===== config.mk =====
export PLATFORM = sky130hd
export DESIGN_NAME = counter_4bit_monitor
export DESIGN_NICKNAME = d
export VERILOG_FILES = /design/src/rtl/counter_4bit_monitor.sv
export SDC_FILE = /design/constraint.sdc
export NUM_CORES = 1
export LEC_CHECK = 0
export BUFFER_PORTS_ARGS = -buffer_cell sky130_fd_sc_hd__buf_2
export CORE_AREA = 5 5 63 65
export CTS_CLUSTER_SIZE = 28
export DETAILED_ROUTE_END_ITERATION = 8
export DIE_AREA = 0 0 68 70
export PLACE_DENSITY_LB_ADDON = 0.2
export SLEW_MARGIN = 25
export SYNTH_ARGS = -nofsm -noshare
export SYNTH_HDL_FRONTEND = slang
export SYNTH_SLANG_ARGS = --single-unit

===== constraint.sdc =====
create_clock -name CLK -period 7.9 [get_ports CLK]
set_input_delay 0.79 -clock CLK [delete_from_list [all_inputs] [get_ports CLK]]
set_output_delay 0.79 -clock CLK [all_outputs]
set_load 0.02 [all_outputs]

===== src/rtl/counter_4bit_monitor.sv =====
// Passive monitor for an up/down counter bus: locks onto the count direction,
// flags illegal steps, legal wraps and reversals, and keeps saturating tallies.
module counter_4bit_monitor #(
  parameter int WIDTH      = 4,
  parameter int CNT_W      = 8,
  parameter int ALLOW_HOLD = 0
) (
  input  logic             CLK,
  input  logic             reset,
  input  logic             en,
  input  logic             clr,
  input  logic [WIDTH-1:0] cnt_in,
  output logic             locked,
  output logic             dir,
  output logic             step_err,
  output logic             wrap,
  output logic             rev,
  output logic [CNT_W-1:0] wrap_count,
  output logic [CNT_W-1:0] err_count
);

  typedef enum logic [1:0] {UNLOCKED, ACQUIRE, TRACK_UP, TRACK_DOWN} state_e;

  localparam logic [WIDTH-1:0] VMAX = '1;
  localparam logic [CNT_W-1:0] CMAX = '1;

  state_e           state_q, state_d;
  logic [WIDTH-1:0] prev_q, prev_d;
  logic             dir_q, dir_d;
  logic             locked_q, locked_d;
  logic             step_err_q, step_err_d;
  logic             wrap_q, wrap_d;
  logic             rev_q, rev_d;
  logic [CNT_W-1:0] wrap_count_q, wrap_count_d;
  logic [CNT_W-1:0] err_count_q, err_count_d;

  logic [WIDTH-1:0] p_inc, p_dec;
  logic             is_up, is_dn, is_hold;
  logic             err_hit, wrap_hit;

  always_comb begin
    p_inc        = prev_q + 1'b1;
    p_dec        = prev_q - 1'b1;
    is_up        = (cnt_in == p_inc);
    is_dn        = (cnt_in == p_dec);
    is_hold      = (cnt_in == prev_q);
    err_hit      = 1'b0;
    wrap_hit     = 1'b0;
    state_d      = state_q;
    prev_d       = prev_q;
    dir_d        = dir_q;
    rev_d        = 1'b0;
    wrap_count_d = wrap_count_q;
    err_count_d  = err_count_q;

    if (clr) begin
      state_d      = UNLOCKED;
      wrap_count_d = '0;
      err_count_d  = '0;
    end else if (en) begin
      prev_d = cnt_in;
      unique case (state_q)
        UNLOCKED: state_d = ACQUIRE;
        ACQUIRE: begin
          if (is_up) begin
            state_d = TRACK_UP;
            dir_d   = 1'b1;
          end else if (is_dn) begin
            state_d = TRACK_DOWN;
            dir_d   = 1'b0;
          end else if (!is_hold) begin
            err_hit = 1'b1;
          end
        end
        TRACK_UP: begin
          // The +1 path is tested first, so a max->0 step here is a wrap while
          // a 0->max step falls to the reversal branch and never wraps.
          if (is_up) begin
            wrap_hit = (prev_q == VMAX);
          end else if (is_dn) begin
            state_d = TRACK_DOWN;
            dir_d   = 1'b0;
            rev_d   = 1'b1;
          end else if (is_hold) begin
            err_hit = (ALLOW_HOLD == 0);
          end else begin
            err_hit = 1'b1;
            state_d = ACQUIRE;
          end
        end
        TRACK_DOWN: begin
          if (is_dn) begin
            wrap_hit = (prev_q == '0);
          end else if (is_up) begin
            state_d = TRACK_UP;
            dir_d   = 1'b1;
            rev_d   = 1'b1;
          end else if (is_hold) begin
            err_hit = (ALLOW_HOLD == 0);
          end else begin
            err_hit = 1'b1;
            state_d = ACQUIRE;
          end
        end
        default: state_d = UNLOCKED;
      endcase
      if (err_hit && err_count_q != CMAX)   err_count_d  = err_count_q + 1'b1;
      if (wrap_hit && wrap_count_q != CMAX) wrap_count_d = wrap_count_q + 1'b1;
    end

    step_err_d = err_hit;
    wrap_d     = wrap_hit;
    locked_d   = (state_d == TRACK_UP) || (state_d == TRACK_DOWN);
  end

  always_ff @(posedge CLK or negedge reset) begin
    if (!reset) begin
      state_q      <= UNLOCKED;
      prev_q       <= '0;
      dir_q        <= 1'b0;
      locked_q     <= 1'b0;
      step_err_q   <= 1'b0;
      wrap_q       <= 1'b0;
      rev_q        <= 1'b0;
      wrap_count_q <= '0;
      err_count_q  <= '0;
    end else begin
      state_q      <= state_d;
      prev_q       <= prev_d;
      dir_q        <= dir_d;
      locked_q     <= locked_d;
      step_err_q   <= step_err_d;
      wrap_q       <= wrap_d;
      rev_q        <= rev_d;
      wrap_count_q <= wrap_count_d;
      err_count_q  <= err_count_d;
    end
  end

  assign locked     = locked_q;
  assign dir        = dir_q;
  assign step_err   = step_err_q;
  assign wrap       = wrap_q;
  assign rev        = rev_q;
  assign wrap_count = wrap_count_q;
  assign err_count  = err_count_q;

endmodule


==> impl_metrics.toml, run 1 <==
[synthesis]
ys_warn_count = 0
synth_area_per_cell_sq_um = 9.24
netlist_area_sq_um = 1750
synth.distinct_cells = 41
synth.area.top_cells = "dfrtp_1 (39%), mux2_2 (6.4%), nand2_1 (5.2%)"
synth_seq_cells = 27
synth_top_area_share_pct = 38.7
syn_nets = 202
synth_top_cell_by_area = "dfrtp_1"
synthCells = 189
yosysSeqAreaShare_pct = 38.7

[setup_path]
reg2reg_from = "prev_q[0]"
crit_type = "reg -> reg"
worst_setup_path_end_kind = "register"
setup.worst_path.start_class = "register"
cp.required_ps = 8140
r2r-end = "wrap_count[7]"
rr_worst_depth = 7
arrival_ps = 3000
r2r_slack_ps = 5140
path_max_fanout = 6

[floorplanning]
fp.dieW_microns = 68
fp.coreArea_sq_um = 3280
start_util_pct = 53.2
io_pins = 29
rows = 21
dieArea_sq_um = 4760
die_h_microns = 70

[sta]
finalSetupTns_ps = 0
period_minus_slack_ps = 2760
final_max_slew_viol_count = 0
worst_pin_slew_ps = 621
rsz0062_at_grt = "false"
clock_skew_ps = 2.69
timing.final.setup_violations = 0
finalHoldViolCount = 0
max_freq_ghz = 0.363
max_slew_margin_pct = 58.6
period_share_pct = 34.9

[power_and_ir_drop]
power_density_nw_per_um2 = 147
p_comb_share_pct = 23.1
seqPwrFrac_pct = 54.3
swShare_pct = 33.7
power.switching_w = 0.0000960
ir_drop_uv = 53.8
power.internal_w = 0.000189
power.leakage_nw = 0.870
p_clk_share_pct = 22.6

[drt]
wl_per_cell_microns = 15.1
drcViolationCount = 0
viasPerCell = 5.86
dr.first_iter.drc_count = 122
drt_first_pass_iters = 4
ant_nets = 0
vias = 1513
totalWireLength_mm = 3.88

[grt]
grt_util_all_layers_pct = 16.8
grt_pass1_vias = 1389
antenna_found_initial = 0
grt_overflow = 0
grt_max_degree = 35
grt_pass1_wl_mm = 6.33

[placement]
io_buffer_count = 28
postPlaceCellArea_sq_um = 1910
gp_congestion = 0.896
hpwlAfterDp_mm = 2.76

[finish]
final_layout_size_suffix_gt1_share_pct = 21.7
post-route-util_pct = 58.9
area_delta_synth_final_pct = 10.7
fin_area_sq_um = 1930
antenna_cells = 0
nNetsFinal = 226

[clock_tree]
post-cts-setup-buffer-count = 0
htree_levels = 1
cts_buffers = 3
clk_latency_ps = 340
hold_buffers = 0
clk_pin_slew_ps = 160
clock-root-buffer = "clkbuf_4"
cts_buffer_depth = 2
cts_resized = 0
cts_tree = "yes"
clock_sinks = 27

[outcome]
status = "completed"

[min_path]
hp-class = "in -> async"

[flow_run]
maxCapViolCount = 0
[synthesized netlist by cell type, drive strengths merged]
master   count
a2111oi      2
a211oi       1
a21oi       10
a22oi        1
a41oi        1
and2         1
and3         4
and4bb       1
buf          4
clkbuf       6
dfrtp       27
ha           5
inv          4
mux2        11
mux2i        2
nand2       24
nand2b       6
nand3        7
nand3b       1
nand4        5
nand4bb      1
nor2        14
nor2b       12
nor3         3
nor4         4
nor4b        1
nor4bb       1
o211ai       5
o21ai        4
o2bb2ai      1
o311a        1
o31a         1
o31ai        3
or3          1
or4          4
xnor2        5
xnor3        1
xor2         4
[stage by stage]
step                      power, W  setup WS [ps]  std cells  hold WS (ps)
after floorplan           0.000203           5210        189           494
after global placement    0.000220           4950        254           488
after detailed placement  0.000223           4930        254           515
after CTS                 0.000286           5150        258           456
after global routing      0.000299           4980        258           475
final                     0.000285           5140        258           440
[worst max path at each step]
| stage | start | end | slack, ps |
|---|---|---|---|
| floorplan | cnt_in[3] | wrap_count[7] | 5210 |
| global placement | cnt_in[3] | wrap_count[7] | 4950 |
| detailed placement | cnt_in[3] | wrap_count[7] | 4930 |
| CTS | prev_q[0] | wrap_count[7] | 5150 |
| global route | prev_q[0] | wrap_count[7] | 4980 |
| finish | prev_q[0] | wrap_count[7] | 5140 |
[cells by family (layout without fill, tap and decap cells)]
| group | Yosys count | count (layout) | share of synthesized area (%) |
|---|---|---|---|
| AND/OR/NAND/NOR | 90 | 90 | 27.8 |
| AO/OA/AOI/OAI | 30 | 30 | 12.5 |
| flip-flops | 27 | 27 | 38.7 |
| buffers and inverters | 14 | 37 | 3.44 |
| multiplexers | 13 | 13 | 8.24 |
| XOR/XNOR | 10 | 10 | 5.80 |
| adder cells (fa/ha/maj) | 5 | 5 | 3.58 |
[flip-flops by register name, summed over array words and instances, names as in the netlist]
signal and count:
wrap 1, locked 1, dir 1, prev_q 4, step_err 1, state_q 2, rev 1, wrap_count 8
err_count 8
[power by group through the flow]
| stage | clock network (W) | registers [W] | logic, W |
|---|---|---|---|
| 3_5_place_dp | 0 | 0.000158 | 0.0000651 |
| 5_1_grt | 0.0000704 | 0.000157 | 0.0000721 |
| 2_1_floorplan | 0 | 0.000159 | 0.0000446 |
| 3_3_place_gp | 0 | 0.000157 | 0.0000632 |
| 6_report | 0.0000643 | 0.000155 | 0.0000658 |
| 4_1_cts | 0.0000654 | 0.000155 | 0.0000656 |
[cell usage in the layout (no fill, tap or decap), drive strengths merged, types with 2 or more instances in the layout]
cell | Yosys | routed
buf | 4 | 29
xor2 | 4 | 4
dfrtp | 27 | 27
or4 | 4 | 4
nor4 | 4 | 4
nor2b | 12 | 12
mux2i | 2 | 2
and3 | 4 | 4
o21ai | 4 | 4
clkbuf | 6 | 3
a21oi | 10 | 10
nand2b | 6 | 6
nor2 | 14 | 14
nor3 | 3 | 3
nand2 | 24 | 24
mux2 | 11 | 11
o211ai | 5 | 5
a2111oi | 2 | 2
nand3 | 7 | 7
inv | 4 | 4
xnor2 | 5 | 5
nand4 | 5 | 5
o31ai | 3 | 3
ha | 5 | 5
[metal layers]
layer,wire [microns],GRT usage (%),vias up
li1,-,-,720
met1,1760,22.8,735
met2,1850,26.8,54
met3,240,2.56,4
met4,39,5.74,0
met5,0,0,-
[final cells by class]
type / instances / area, sq um
Fill cell: 312 / 1350
Timing Repair Buffer: 29 / 148
Clock buffer: 3 / 22.5
Tap cell: 46 / 57.6
Inverter: 4 / 15.0
Sequential cell: 27 / 676
Multi-Input combinational cell: 148 / 1010
Clock inverter: 1 / 5.00
[worst max-delay path: stages, from the launching register on]
cell       delay [ps]
dfrtp_1           490
inv_1             110
ha_1              310
xor2_1            170
nand2b_1          170
or4_1             660
a2111oi_4         390
mux2_1            350
No activity file was read; power rests on OpenSTA's default activity.
==> run 2, diff against run 1 <==
==> constraint.sdc (replaced) <==
create_clock -name CLK -period 2.55 [get_ports CLK]
set_input_delay 0.255 -clock CLK [delete_from_list [all_inputs] [get_ports CLK]]
set_output_delay 0.255 -clock CLK [all_outputs]
set_load 0.02 [all_outputs]
==> run 2 against run 1 <==
  * Global-route usage is 0.89 points higher
  * Design area grew 4.5%
  * Highest routed layer unchanged
  * Sequential power grew to 3.0 times the previous value
  * Core utilization is 2.7 points higher
  * Register-to-register slack worse by 5000 ps
  * Critical path depth unchanged
  * Clock power rose to 2.9 times the previous value
  * First-iteration DRC count is 16% lower
  * Final cell count increased by 3.5%
  * Count of clock-buffer cells in the layout rose by 1
  * Worst hold slack worse by 290 ps
==> impl_metrics.toml, run 2 (synthesized netlist as in run 1, its figures left out) <==
[sta]
rsz0062_at_grt = "false"
period_share_pct = 94.1
worst_pin_slew_ps = 640
finalSetupTns_ps = 0
clock_skew_ps = 10.7
timing.final.setup_violations = 0
max_slew_margin_pct = 57.3
period_minus_slack_ps = 2400
final_max_slew_viol_count = 0
finalHoldViolCount = 0
max_freq_ghz = 0.417
whs_ps = 147

[floorplanning]
fp.coreArea_sq_um = 3280
die_h_microns = 70
rows = 21
io_pins = 29
fp.dieW_microns = 68
dieArea_sq_um = 4760
start_util_pct = 53.2

[finish]
nNetsFinal = 235
final_common_cell = "buf_2"
final_layout_size_suffix_gt1_share_pct = 26.2
nFillCells = 288
final_cell_mix = "buf_2 (28), dfrtp_1 (27), nand2_1 (24)"
antenna_cells = 0
area_delta_synth_final_pct = 15.8

[drt]
totalWireLength_mm = 3.87
drt_first_pass_iters = 4
drcViolationCount = 0
ant_nets = 0
dr.first_iter.drc_count = 102
vias = 1519
viasPerCell = 5.69
wl_per_cell_microns = 14.5

[grt]
grt_overflow = 0
grt_pass1_vias = 1424
grt_max_degree = 35
grt_pass1_wl_mm = 6.69
grt_util_all_layers_pct = 17.7
antenna_found_initial = 0

[power_and_ir_drop]
power_density_nw_per_um2 = 445
power.internal_w = 0.000608
swShare_pct = 32.4
ir_drop_uv = 204
power.switching_w = 0.000291
seqPwrFrac_pct = 52.3
p_clk_share_pct = 21.0
power.leakage_nw = 0.913
p_comb_share_pct = 26.7

[clock_tree]
clk_latency_ps = 330
clock-root-buffer = "clkbuf_4"
htree_levels = 1
cts_buffer_depth = 2
cts_tree = "yes"
cts_buffers = 3
clk_pin_slew_ps = 150
clock_sinks = 27

[setup_path]
crit_type = "reg -> reg"
arrival_ps = 2630
cp.required_ps = 2780
worst_setup_path_end_kind = "register"
path_max_fanout = 3
setup.worst_path.start_class = "register"

[placement]
io_buffer_count = 28
gp_congestion = 0.889
hpwlAfterDp_mm = 2.86

[flow_run]
maxCapViolCount = 0

[min_path]
hp-class = "in -> reg"

[outcome]
status = "completed"
run 2: changes by cell type in the layout (fill, tap and decap cells not counted), sizes merged:
cell	previous run	this run
buf	29	37
clkbuf	3	4
clkinv	1	0
dlygate4sd3	0	1
run 2: final cells by class:
cell class	count	area (sq um)	share of cell area, %
sequential	27	676	33.4
timing repair buffer	38	218	10.8
inverter	4	15.0	0.743
clock buffer	4	26.3	1.30
multi-input combinational	148	1030	50.9
tap	46	57.6	2.85
run 2: stage by stage:
step | cells | setup slack, ps | utilization [%] | power [W] | area [sq um]
after global routing | 267 | 2.91 | 61.6 | 0.000947 | 2020
final | 267 | 152 | 61.6 | 0.000900 | 2020
after floorplan | 189 | 11.3 | - | 0.000630 | 1750
after CTS | 266 | 92.4 | 60.9 | 0.000903 | 2000
after detailed placement | 261 | 12.6 | 59.7 | 0.000714 | 1960
after global placement | 261 | 59.8 | 59.7 | 0.000706 | 1960
run 2: critical path, stage by stage (launching register included):
cell and delay, ps:
dfrtp_1 400, inv_2 50, ha_1 290, xor2_1 150, nand2b_1 170, or3_1 380, a2111oi_1 470, mux2_2 380
run 2: layer usage:
| layer | up-vias | GRT usage, % | routed length (microns) |
|---|---|---|---|
| li1 | 740 | - | - |
| met1 | 729 | 26.5 | 1800 |
| met2 | 44 | 26.7 | 1830 |
| met3 | 6 | 2.56 | 191 |
| met4 | 0 | 3.97 | 45 |
| met5 | - | 0 | 0 |
run 2: timing repair:
item | 4_1_cts | 5_1_grt
cloned | 0 | 0
hold buffers | 1 | 0
endpoints found under the setup margin | 1 | 3
hold endpoints to repair | 27 | 0
buffers inserted | 0 | 1
pin swaps | 0 | 2
resized for setup | 1 | 4
run 2: path summary, 6_finish.rpt:
path                                 from            end  slack, ps  depth (start not counted)
max in group asynchronous           reset   err_count[4]       1680                          2
worst min register to register        dir            dir        530                          1
worst min-delay path            cnt_in[3]      prev_q[3]        150                          3
worst max register to register  prev_q[0]  wrap_count[6]        150                          7
worst max-delay path            prev_q[0]  wrap_count[6]        150                          7
min in group asynchronous           reset     state_q[0]        460                          2
run 2: power by group through the flow:
stage / Combinational, W / Sequential (W) / Clock [W]
final: 0.000240 / 0.000471 / 0.000189
after global routing: 0.000269 / 0.000474 / 0.000204
after CTS: 0.000239 / 0.000471 / 0.000193
after detailed placement: 0.000235 / 0.000479 / 0
after global placement: 0.000229 / 0.000477 / 0
after floorplan: 0.000138 / 0.000492 / 0
